## src/rtl/fpu_float_div_sequencer_pkg.sv

```systemverilog
// Shared FPU types used by the divide sequencer, the operand classifier
// and the downstream rounder.
package fpu_float_div_sequencer_pkg;

  typedef struct packed {
    logic        sign;
    logic [7:0]  exponent;
    logic [22:0] mantissa;
  } fpu_float_t;

  typedef struct packed {
    logic is_nan;
    logic is_inf;
    logic is_zero;
    logic is_norm;
  } fpu_float_conditions_t;

  typedef enum logic [1:0] {
    FPU_RNE = 2'd0,
    FPU_RTZ = 2'd1,
    FPU_RUP = 2'd2,
    FPU_RDN = 2'd3
  } fpu_round_mode_t;

  typedef struct packed {
    logic [1:0] guard;
    logic       sticky;
  } fpu_guard_bits_t;

  typedef enum logic [1:0] {
    DIV_IDLE      = 2'd0,
    DIV_DIVIDE    = 2'd1,
    DIV_NORMALIZE = 2'd2,
    DIV_DONE      = 2'd3
  } fpu_div_state_t;

  typedef struct packed {
    fpu_float_t      a;
    fpu_float_t      b;
    fpu_round_mode_t round_mode;
  } fpu_div_request_t;

  typedef struct packed {
    logic              sign;
    logic signed [9:0] exponent;
    logic [23:0]       significand;
    fpu_guard_bits_t   guard;
  } fpu_float_unrounded_t;

  localparam logic [31:0] FPU_FLOAT_NAN  = 32'hFFFF_FFFF;
  localparam logic [9:0]  FPU_EXP_BIAS   = 10'd127;
  // 27 quotient bits: 24 significand bits, two guard bits and one extra
  // bit absorbed by the normalize step when the ratio is below 1.
  localparam logic [4:0]  DIV_LAST_COUNT = 5'd26;

  // Encoded special result; the caller has already decided which class applies.
  function automatic logic [31:0] fpu_div_special_result(input logic is_nan,
                                                         input logic is_inf,
                                                         input logic sign);
    if (is_nan)      return FPU_FLOAT_NAN;
    else if (is_inf) return {sign, 8'hFF, 23'h0};
    else             return {sign, 31'h0};
  endfunction

endpackage

```

## src/rtl/fpu_float_div_sequencer_classify.sv

```systemverilog
// Combinational single-precision operand classifier. Denormals read as zero.
module fpu_float_classify
  import fpu_float_div_sequencer_pkg::*;
(
  input  fpu_float_t            i_value,
  output fpu_float_conditions_t o_cond
);

  logic w_exp_max;
  logic w_exp_min;
  logic w_man_zero;

  assign w_exp_max  = (i_value.exponent == 8'hFF);
  assign w_exp_min  = (i_value.exponent == 8'h00);
  assign w_man_zero = (i_value.mantissa == 23'h0);

  // Exactly one condition bit is set for any input pattern.
  always_comb begin
    o_cond.is_nan  = w_exp_max && !w_man_zero;
    o_cond.is_inf  = w_exp_max &&  w_man_zero;
    o_cond.is_zero = w_exp_min;
    o_cond.is_norm = !w_exp_max && !w_exp_min;
  end

endmodule

```

## src/rtl/fpu_float_div_sequencer.sv

```systemverilog
// Iterative radix-2 restoring single-precision divider sequencer. Produces an
// unrounded sign/exponent/significand plus guard bits, or a final special
// result that the rounder passes through untouched.
module fpu_float_div_sequencer
  import fpu_float_div_sequencer_pkg::*;
#(
  parameter int TAG_WIDTH = 4
) (
  input  logic                 i_clk,
  input  logic                 i_rst,
  input  logic                 i_flush,
  input  logic                 i_in_valid,
  output logic                 o_in_ready,
  input  logic [31:0]          i_in_a,
  input  logic [31:0]          i_in_b,
  input  logic [1:0]           i_in_round_mode,
  input  logic [TAG_WIDTH-1:0] i_in_tag,
  output logic                 o_out_valid,
  input  logic                 i_out_ready,
  output logic                 o_out_special,
  output logic [31:0]          o_out_result,
  output logic                 o_out_sign,
  output logic [9:0]           o_out_exponent,
  output logic [23:0]          o_out_mantissa,
  output logic [2:0]           o_out_guard,
  output logic [1:0]           o_out_round_mode,
  output logic [TAG_WIDTH-1:0] o_out_tag
);

  fpu_div_state_t        r_state;
  fpu_div_state_t        w_state_next;
  logic [4:0]            r_count;
  logic [24:0]           r_rem;
  logic [23:0]           r_mb;
  logic [26:0]           r_quo;
  logic [9:0]            r_exp;

  fpu_float_unrounded_t  r_unr;
  logic                  r_out_special;
  logic [31:0]           r_out_result;
  fpu_round_mode_t       r_out_round_mode;
  logic [TAG_WIDTH-1:0]  r_out_tag;

  fpu_div_request_t      w_req;
  fpu_float_conditions_t w_cond_a;
  fpu_float_conditions_t w_cond_b;
  logic                  w_accept;
  logic                  w_sign;
  logic                  w_res_nan;
  logic                  w_res_inf;
  logic                  w_res_zero;
  logic                  w_special;
  logic [9:0]            w_exp_init;
  logic                  w_ge;
  logic [24:0]           w_diff;
  logic [24:0]           w_rem_step;
  logic [26:0]           w_quo_step;
  fpu_float_unrounded_t  w_norm;

  assign w_req = '{a: fpu_float_t'(i_in_a),
                   b: fpu_float_t'(i_in_b),
                   round_mode: fpu_round_mode_t'(i_in_round_mode)};

  fpu_float_classify u_classify_a (.i_value(w_req.a), .o_cond(w_cond_a));
  fpu_float_classify u_classify_b (.i_value(w_req.b), .o_cond(w_cond_b));

  assign o_in_ready = (r_state == DIV_IDLE);
  assign w_accept   = i_in_valid && o_in_ready;
  assign w_sign     = w_req.a.sign ^ w_req.b.sign;

  // NaN outranks inf, which outranks zero.
  assign w_res_nan  = w_cond_a.is_nan || w_cond_b.is_nan ||
                      (w_cond_a.is_zero && w_cond_b.is_zero) ||
                      (w_cond_a.is_inf  && w_cond_b.is_inf);
  assign w_res_inf  = !w_res_nan && (w_cond_a.is_inf || w_cond_b.is_zero);
  assign w_res_zero = !w_res_nan && !w_res_inf &&
                      (w_cond_a.is_zero || w_cond_b.is_inf);
  assign w_special  = w_res_nan || w_res_inf || w_res_zero;

  assign w_exp_init = {2'b00, w_req.a.exponent} - {2'b00, w_req.b.exponent}
                      + FPU_EXP_BIAS;

  // One restoring step. The partial remainder stays below 2*mb, so the
  // shifted-out MSB is always zero.
  assign w_ge       = (r_rem >= {1'b0, r_mb});
  assign w_diff     = r_rem - {1'b0, r_mb};
  assign w_rem_step = w_ge ? {w_diff[23:0], 1'b0} : {r_rem[23:0], 1'b0};
  assign w_quo_step = {r_quo[25:0], w_ge};

  // Normalize the 27-bit quotient whose leading one sits at bit 26 or 25.
  always_comb begin
    w_norm.sign = r_unr.sign;
    if (r_quo[26]) begin
      w_norm.exponent     = r_exp;
      w_norm.significand  = r_quo[26:3];
      w_norm.guard.guard  = r_quo[2:1];
      w_norm.guard.sticky = r_quo[0] | (r_rem != 25'h0);
    end else begin
      w_norm.exponent     = r_exp - 10'sd1;
      w_norm.significand  = r_quo[25:2];
      w_norm.guard.guard  = r_quo[1:0];
      w_norm.guard.sticky = (r_rem != 25'h0);
    end
  end

  // Next-state decode; flush wins over every other event.
  always_comb begin
    w_state_next = r_state;
    if (i_flush) begin
      w_state_next = DIV_IDLE;
    end else begin
      case (r_state)
        DIV_IDLE:      if (w_accept) w_state_next = w_special ? DIV_DONE : DIV_DIVIDE;
        DIV_DIVIDE:    if (r_count == 5'd0) w_state_next = DIV_NORMALIZE;
        DIV_NORMALIZE: w_state_next = DIV_DONE;
        DIV_DONE:      if (i_out_ready) w_state_next = DIV_IDLE;
        default:       w_state_next = DIV_IDLE;
      endcase
    end
  end

  // State register.
  always_ff @(posedge i_clk or posedge i_rst) begin
    if (i_rst) r_state <= DIV_IDLE;
    else       r_state <= w_state_next;
  end

  // Datapath and output registers: load on accept, iterate, then normalize.
  always_ff @(posedge i_clk or posedge i_rst) begin
    if (i_rst) begin
      r_count          <= 5'd0;
      r_rem            <= 25'h0;
      r_mb             <= 24'h0;
      r_quo            <= 27'h0;
      r_exp            <= 10'h0;
      r_unr            <= '0;
      r_out_special    <= 1'b0;
      r_out_result     <= 32'h0;
      r_out_round_mode <= FPU_RNE;
      r_out_tag        <= '0;
    end else if (!i_flush) begin
      case (r_state)
        DIV_IDLE: begin
          if (w_accept) begin
            r_out_round_mode <= w_req.round_mode;
            r_out_tag        <= i_in_tag;
            r_unr            <= '{sign: w_sign, exponent: 10'sd0,
                                  significand: 24'h0, guard: '0};
            r_out_special    <= w_special;
            r_out_result     <= w_special ?
                                fpu_div_special_result(w_res_nan, w_res_inf, w_sign) :
                                32'h0;
            r_rem            <= {2'b01, w_req.a.mantissa};
            r_mb             <= {1'b1, w_req.b.mantissa};
            r_quo            <= 27'h0;
            r_exp            <= w_exp_init;
            r_count          <= DIV_LAST_COUNT;
          end
        end
        DIV_DIVIDE: begin
          r_rem <= w_rem_step;
          r_quo <= w_quo_step;
          if (r_count != 5'd0) r_count <= r_count - 5'd1;
        end
        DIV_NORMALIZE: r_unr <= w_norm;
        default: ;
      endcase
    end
  end

  assign o_out_valid      = (r_state == DIV_DONE);
  assign o_out_special    = r_out_special;
  assign o_out_result     = r_out_result;
  assign o_out_sign       = r_unr.sign;
  assign o_out_exponent   = r_unr.exponent;
  assign o_out_mantissa   = r_unr.significand;
  assign o_out_guard      = r_unr.guard;
  assign o_out_round_mode = r_out_round_mode;
  assign o_out_tag        = r_out_tag;

endmodule

```

## config.mk

```make
export PLATFORM = sky130hd
export DESIGN_NAME = fpu_float_div_sequencer
export DESIGN_NICKNAME = d
export VERILOG_FILES = /design/src/rtl/fpu_float_div_sequencer_pkg.sv /design/src/rtl/fpu_float_div_sequencer_classify.sv /design/src/rtl/fpu_float_div_sequencer.sv
export SDC_FILE = /design/constraint.sdc
export NUM_CORES = 1
export LEC_CHECK = 0
export CAP_MARGIN = 20
export CORE_UTILIZATION = 57
export CTS_CLUSTER_DIAMETER = 120
export CTS_CLUSTER_SIZE = 10
export DETAILED_ROUTE_END_ITERATION = 10
export PLACE_DENSITY = 0.95
export REMOVE_ABC_BUFFERS = 1
export SETUP_SLACK_MARGIN = 0.02
export SLEW_MARGIN = 25
export SYNTH_ARGS = -nofsm -noshare
export SYNTH_HDL_FRONTEND = slang
export SYNTH_SLANG_ARGS = --single-unit
export TNS_END_PERCENT = 30
```

## constraint.sdc

```tcl
create_clock -name i_clk -period 9.08 [get_ports i_clk]
set_input_delay 2.27 -clock i_clk [delete_from_list [all_inputs] [get_ports i_clk]]
set_output_delay 2.27 -clock i_clk [all_outputs]
set_load 0.02 [all_outputs]
```

**After elaboration in Yosys (flattened, before gate mapping)**

Index checks and enable logic that the tools add are counted.

- Logic and storage cells: 92
- Register bits after elaboration: 170
- Input port bits: 75

- Bitwise gates (word level): 4
- Multiplexer cells: 20
- $lt $le $gt $ge: 1
- Reductions and logical operators: 37
- Equal/unequal tests: 10
- Add/subtract/negate cells: 5

Operators with widths:

| cell | count |
|---|---|
| $pmux 38 s2 | 1 |
| $mux 32 | 2 |
| $pmux 27 s2 | 1 |
| $mux 25 | 2 |
| $pmux 25 s2 | 1 |
| $logic_not 23->1 | 2 |
| $mux 38 | 1 |
| $mux 37 | 1 |
| $mux 31 | 1 |
| $mux 27 | 1 |
| $ge 25x24->1 | 1 |
| $reduce_bool 25->1 | 1 |
| $sub 24x24->24 | 1 |
| $eq 8x8->1 const B | 2 |
| $logic_not 8->1 | 2 |
| $reduce_and 3->1 | 4 |
| $add 9x8->10 const B | 1 |
| $logic_and 1x1->1 | 10 |
| $mux 2 | 5 |
| $mux 5 | 2 |
| $pmux 5 s2 | 1 |
| $sub 10x1->10 const B | 1 |
| $sub 8x8->9 | 1 |
| $pmux 2 s4 | 1 |
| 17 further kinds | 31 |

**Depth between registers and ports, before layout**

- Depth after elaboration: 16
- Depth in mapped cells: 13

**By module**

A second synthesis with hierarchy kept.

- Cells, all modules: 948
- Area, all modules: 8603.3 sq um

Modules (own cells, without submodules):

| module | cells each | seq. area each (sq um) | times used | area each (sq um) |
|---|---|---|---|---|
| fpu_float_div_sequencer | 912 | 3528.4 | 1 | 8343.0 |
| fpu_float_classify | 18 | 0.0 | 2 | 130.1 |

**Worst setup path after synthesis**

Ideal clock, no wire load.

- Path kind: input port to flip-flop
- Start: input i_in_b[24]
- End: register r_exp[9]
- Stages on the path: 12
- Setup time: 95 ps
- Path slack: 4421 ps
- Required time: 8985 ps
- Arrival time: 4564 ps
- Cell sequence: inv_1 > ha_1 > nor2b_1 > o21a_1 > o21a_1 > or2_1 > buf_2 > nor4_2 > a21oi_1 > or3_1 > maj3_1 > o31ai_1

- Cells in the longest elaborated chain, start to end: 2

Ends and longest elaborated chain:

| item | RTL line | RTL |
|---|---|---|
| start: declaration | fpu_float_div_sequencer.sv:15 | `input logic [31:0] i_in_b,` |
| $sub 8x8->9 | fpu_float_div_sequencer.sv:80 | `assign w_exp_init = {2'b00, w_req.a.exponent} - {2'b00, w_req.b.exponent}` |
| $add 9x8->10 | fpu_float_div_sequencer.sv:81 | `+ FPU_EXP_BIAS;` |
| end signal: assignment | fpu_float_div_sequencer.sv:156 | `r_exp <= w_exp_init;` |
| end: declaration | fpu_float_div_sequencer.sv:36 | `logic [9:0] r_exp;` |

Every way passes these cells.
A chain may end at the register's enable or synchronous reset.

**Worst setup path after layout**

Same ends and word-level chain as after synthesis.

==> results.toml <==
[floorplan]
die_x_um = 123
initial_utilization_pct = 59.3
rows = 43
die-area_mm2 = 0.0152
io_pins = 154
coreArea_mm2 = 0.0141
die_h_um = 123

[yosys]
yosysWarnings = 0
async_flop_share_pct = 100
ys_seq_area_share_pct = 42.2
syn_inst = 951
syn_area_per_cell_um2 = 8.79
ys_types = 60
synth-edff-count = 0
syn-cell-area_mm2 = 0.00836
synth_seq_cells = 141
ys.flop_type = "dfrtp_1"

[global_route]
grt_pass1_vias = 7200
antenna_found_initial = 0
overflow = 0
grt_max_degree = 73
grtUsageTotal_pct = 30.2
grt_pass1_wl_um = 35100

[cts]
cts_tree = "done"
postCtsSetupRepairBufs = 0
cts_num_sinks = 141
h-tree-depth = 4
clk_pin_slew_ns = 0.06
cts.hold.buffers_added = 0
root_buffer = "clkbuf_16"
cts_buffers = 17
cts-resized-gates = 0
clockBufferDepth = 2
clock_latency_ns = 0.43

[worst_hold_path]
hold_start = "r_mb[23]$_DFFE_PP0P_"
hold_depth = 2
hp-class = "reg -> reg"
min_to = "r_mb[23]$_DFFE_PP0P_"

[pwr]
p_leak_nw = 4.63
peakVddDrop_v = 0.000247
power.density_mw_per_mm2 = 337
total_power_mw = 3.50

[worst_setup_path]
crit_type = "in -> reg"
r2r_start = "r_rem[1]$_DFFE_PP0P_"
path_max_fanout = 6
cp-start-kind = "input port"
r2r_end = "r_rem[6]$_DFFE_PP0P_"
reg2reg_depth = 11
cp-end-kind = "register"
r2r_setup_slack_ns = 5.54
crit_required_ns = 9.42
crit_arrival_ns = 5.21

[sta]
fin_crit_sh_pct = 53.7
tightest_slew_ns = 0.893
max_freq_mhz = 205
slew_violations = 0
slew_headroom_pct = 40.5
hold_viol_final = 0
finalClockSkew_ns = 0.0135
setup_viol = 0
fin_tns_setup_ns = 0
period_needed_ns = 4.87
rsz0062_at_grt = "false"

[flow_run]
cap_violations = 0

[finish]
area_growth_pct = 24.4
drive_gt1_share_pct = 5.71
final_common_cell = "nand2_1"
design_area_mm2 = 0.0104
fin_nets = 1174
fillers = 975
diodes = 0
mostFrequentLayoutCells = "nand2_1, clkdlybuf4s50_1, dfrtp_1"

[routing]
drtIter0Drc = 674
drt-total-wl_um = 21800
drt_first_pass_iters = 5
num_vias = 7544
drc = 0
ant_nets = 0
wl_per_cell_um = 17.4
avgViaCountPerCell = 6.04

[place]
port_buffers = 153
dpl.hpwl_um = 15100
postPlaceCellArea_mm2 = 0.00981
routabilityCongestion = 0.900

[run_status]
outcome = "finished clean"
==> cell families (layout without fill, tap and decap cells) <==
group	after synthesis	count (layout)	synth area share, %
flip-flops	141	141	42.2
AO/OA/AOI/OAI	220	220	16.1
AND/OR/NAND/NOR	338	338	18.1
buffers and inverters	120	237	6.90
XOR/XNOR	43	43	4.50
multiplexers	46	46	5.73
adder cells (fa/ha/maj)	43	43	6.50
==> final cells by class <==
cell class / count / area, µm² / area share [%]
multi-input cells: 690 / 4270 / 41.0
flip-flops and latches: 141 / 3530 / 33.9
repair buffers: 163 / 1630 / 15.6
clock buffers: 21 / 470 / 4.52
well taps: 180 / 225 / 2.16
inverters: 44 / 170 / 1.64
clock inverters: 9 / 114 / 1.09
==> cell usage after synthesis, types with 6 or more instances <==
cell type,number,area [µm²]
nand3_1,33,165
nor2_1,41,154
mux2i_1,31,310
o21ai_0,92,460
clkbuf_1,40,150
a21oi_1,27,135
a21o_1,15,113
a211oi_1,6,45.0
mux2_2,14,158
nor4_1,20,125
nand2_1,188,706
buf_4,29,218
xnor2_1,24,210
a22oi_1,19,143
inv_1,44,165
nor3_1,15,75.1
dfrtp_1,141,3530
o21a_1,6,45.0
o21ai_1,25,125
nand4_1,12,75.1
ha_1,41,513
xor2_1,19,166
==> worst max-delay path by stage <==
| stage | cells past startpoint | endpoint | start | slack [ns] |
|---|---|---|---|---|
| after floorplan | 1 | o_out_exponent[0]$_DFFE_PP0P_ | i_rst | 3.03 |
| after global placement | 12 | r_exp[9]$_DFFE_PP0P_ | i_in_b[24] | 3.86 |
| after detailed placement | 12 | r_exp[9]$_DFFE_PP0P_ | i_in_b[24] | 3.80 |
| after CTS | 12 | r_exp[9]$_DFFE_PP0P_ | i_in_b[24] | 4.25 |
| after global routing | 12 | r_exp[9]$_DFFE_PP0P_ | i_in_b[24] | 4.07 |
| final | 12 | r_exp[9]$_DFFE_PP0P_ | i_in_b[24] | 4.21 |
==> worst max-delay path, cell delays in order <==
cell and delay [ns]:
clkdlybuf4s50_1 0.48, inv_1 0.06, ha_1 0.29, nor2b_1 0.15, o21a_1 0.21, o21a_1 0.24
or2_1 0.32, nor4_2 0.17, a21oi_1 0.10, or3_1 0.40, maj3_1 0.34, o31ai_1 0.18
==> per-layer routing <==
metal | wire length (µm) | GRT usage [%]
met3 | 1480 | 5.35
met5 | 0 | 0
met4 | 734 | 14.1
met2 | 10700 | 50.8
met1 | 8850 | 37.9
==> registers in the layout, indices dropped and copies added (netlist names), 3 cells and up <==
name            count
r_quo              27
r_rem              25
o_out_mantissa     24
r_mb               24
o_out_exponent     10
r_exp              10
r_count             5
o_out_tag           4
o_out_guard         3
o_out_result        3
==> power by group <==
part	total, mW	switching [mW]	internal [mW]
combinational	1.86	1.05	0.803
sequential	0.957	0.151	0.806
clock	0.690	0.267	0.423
==> metrics by stage <==
stage	setup WS, ns	util [%]	hold WS (ns)	std cells
floorplan	3.03	-	0.418	875
global placement	3.86	69.4	0.439	1217
detailed placement	3.80	69.6	0.440	1218
CTS	4.25	73.8	0.458	1248
global route	4.07	73.8	0.488	1248
finish	4.21	73.8	0.455	1248
Power figures use the tool's default switching activity.
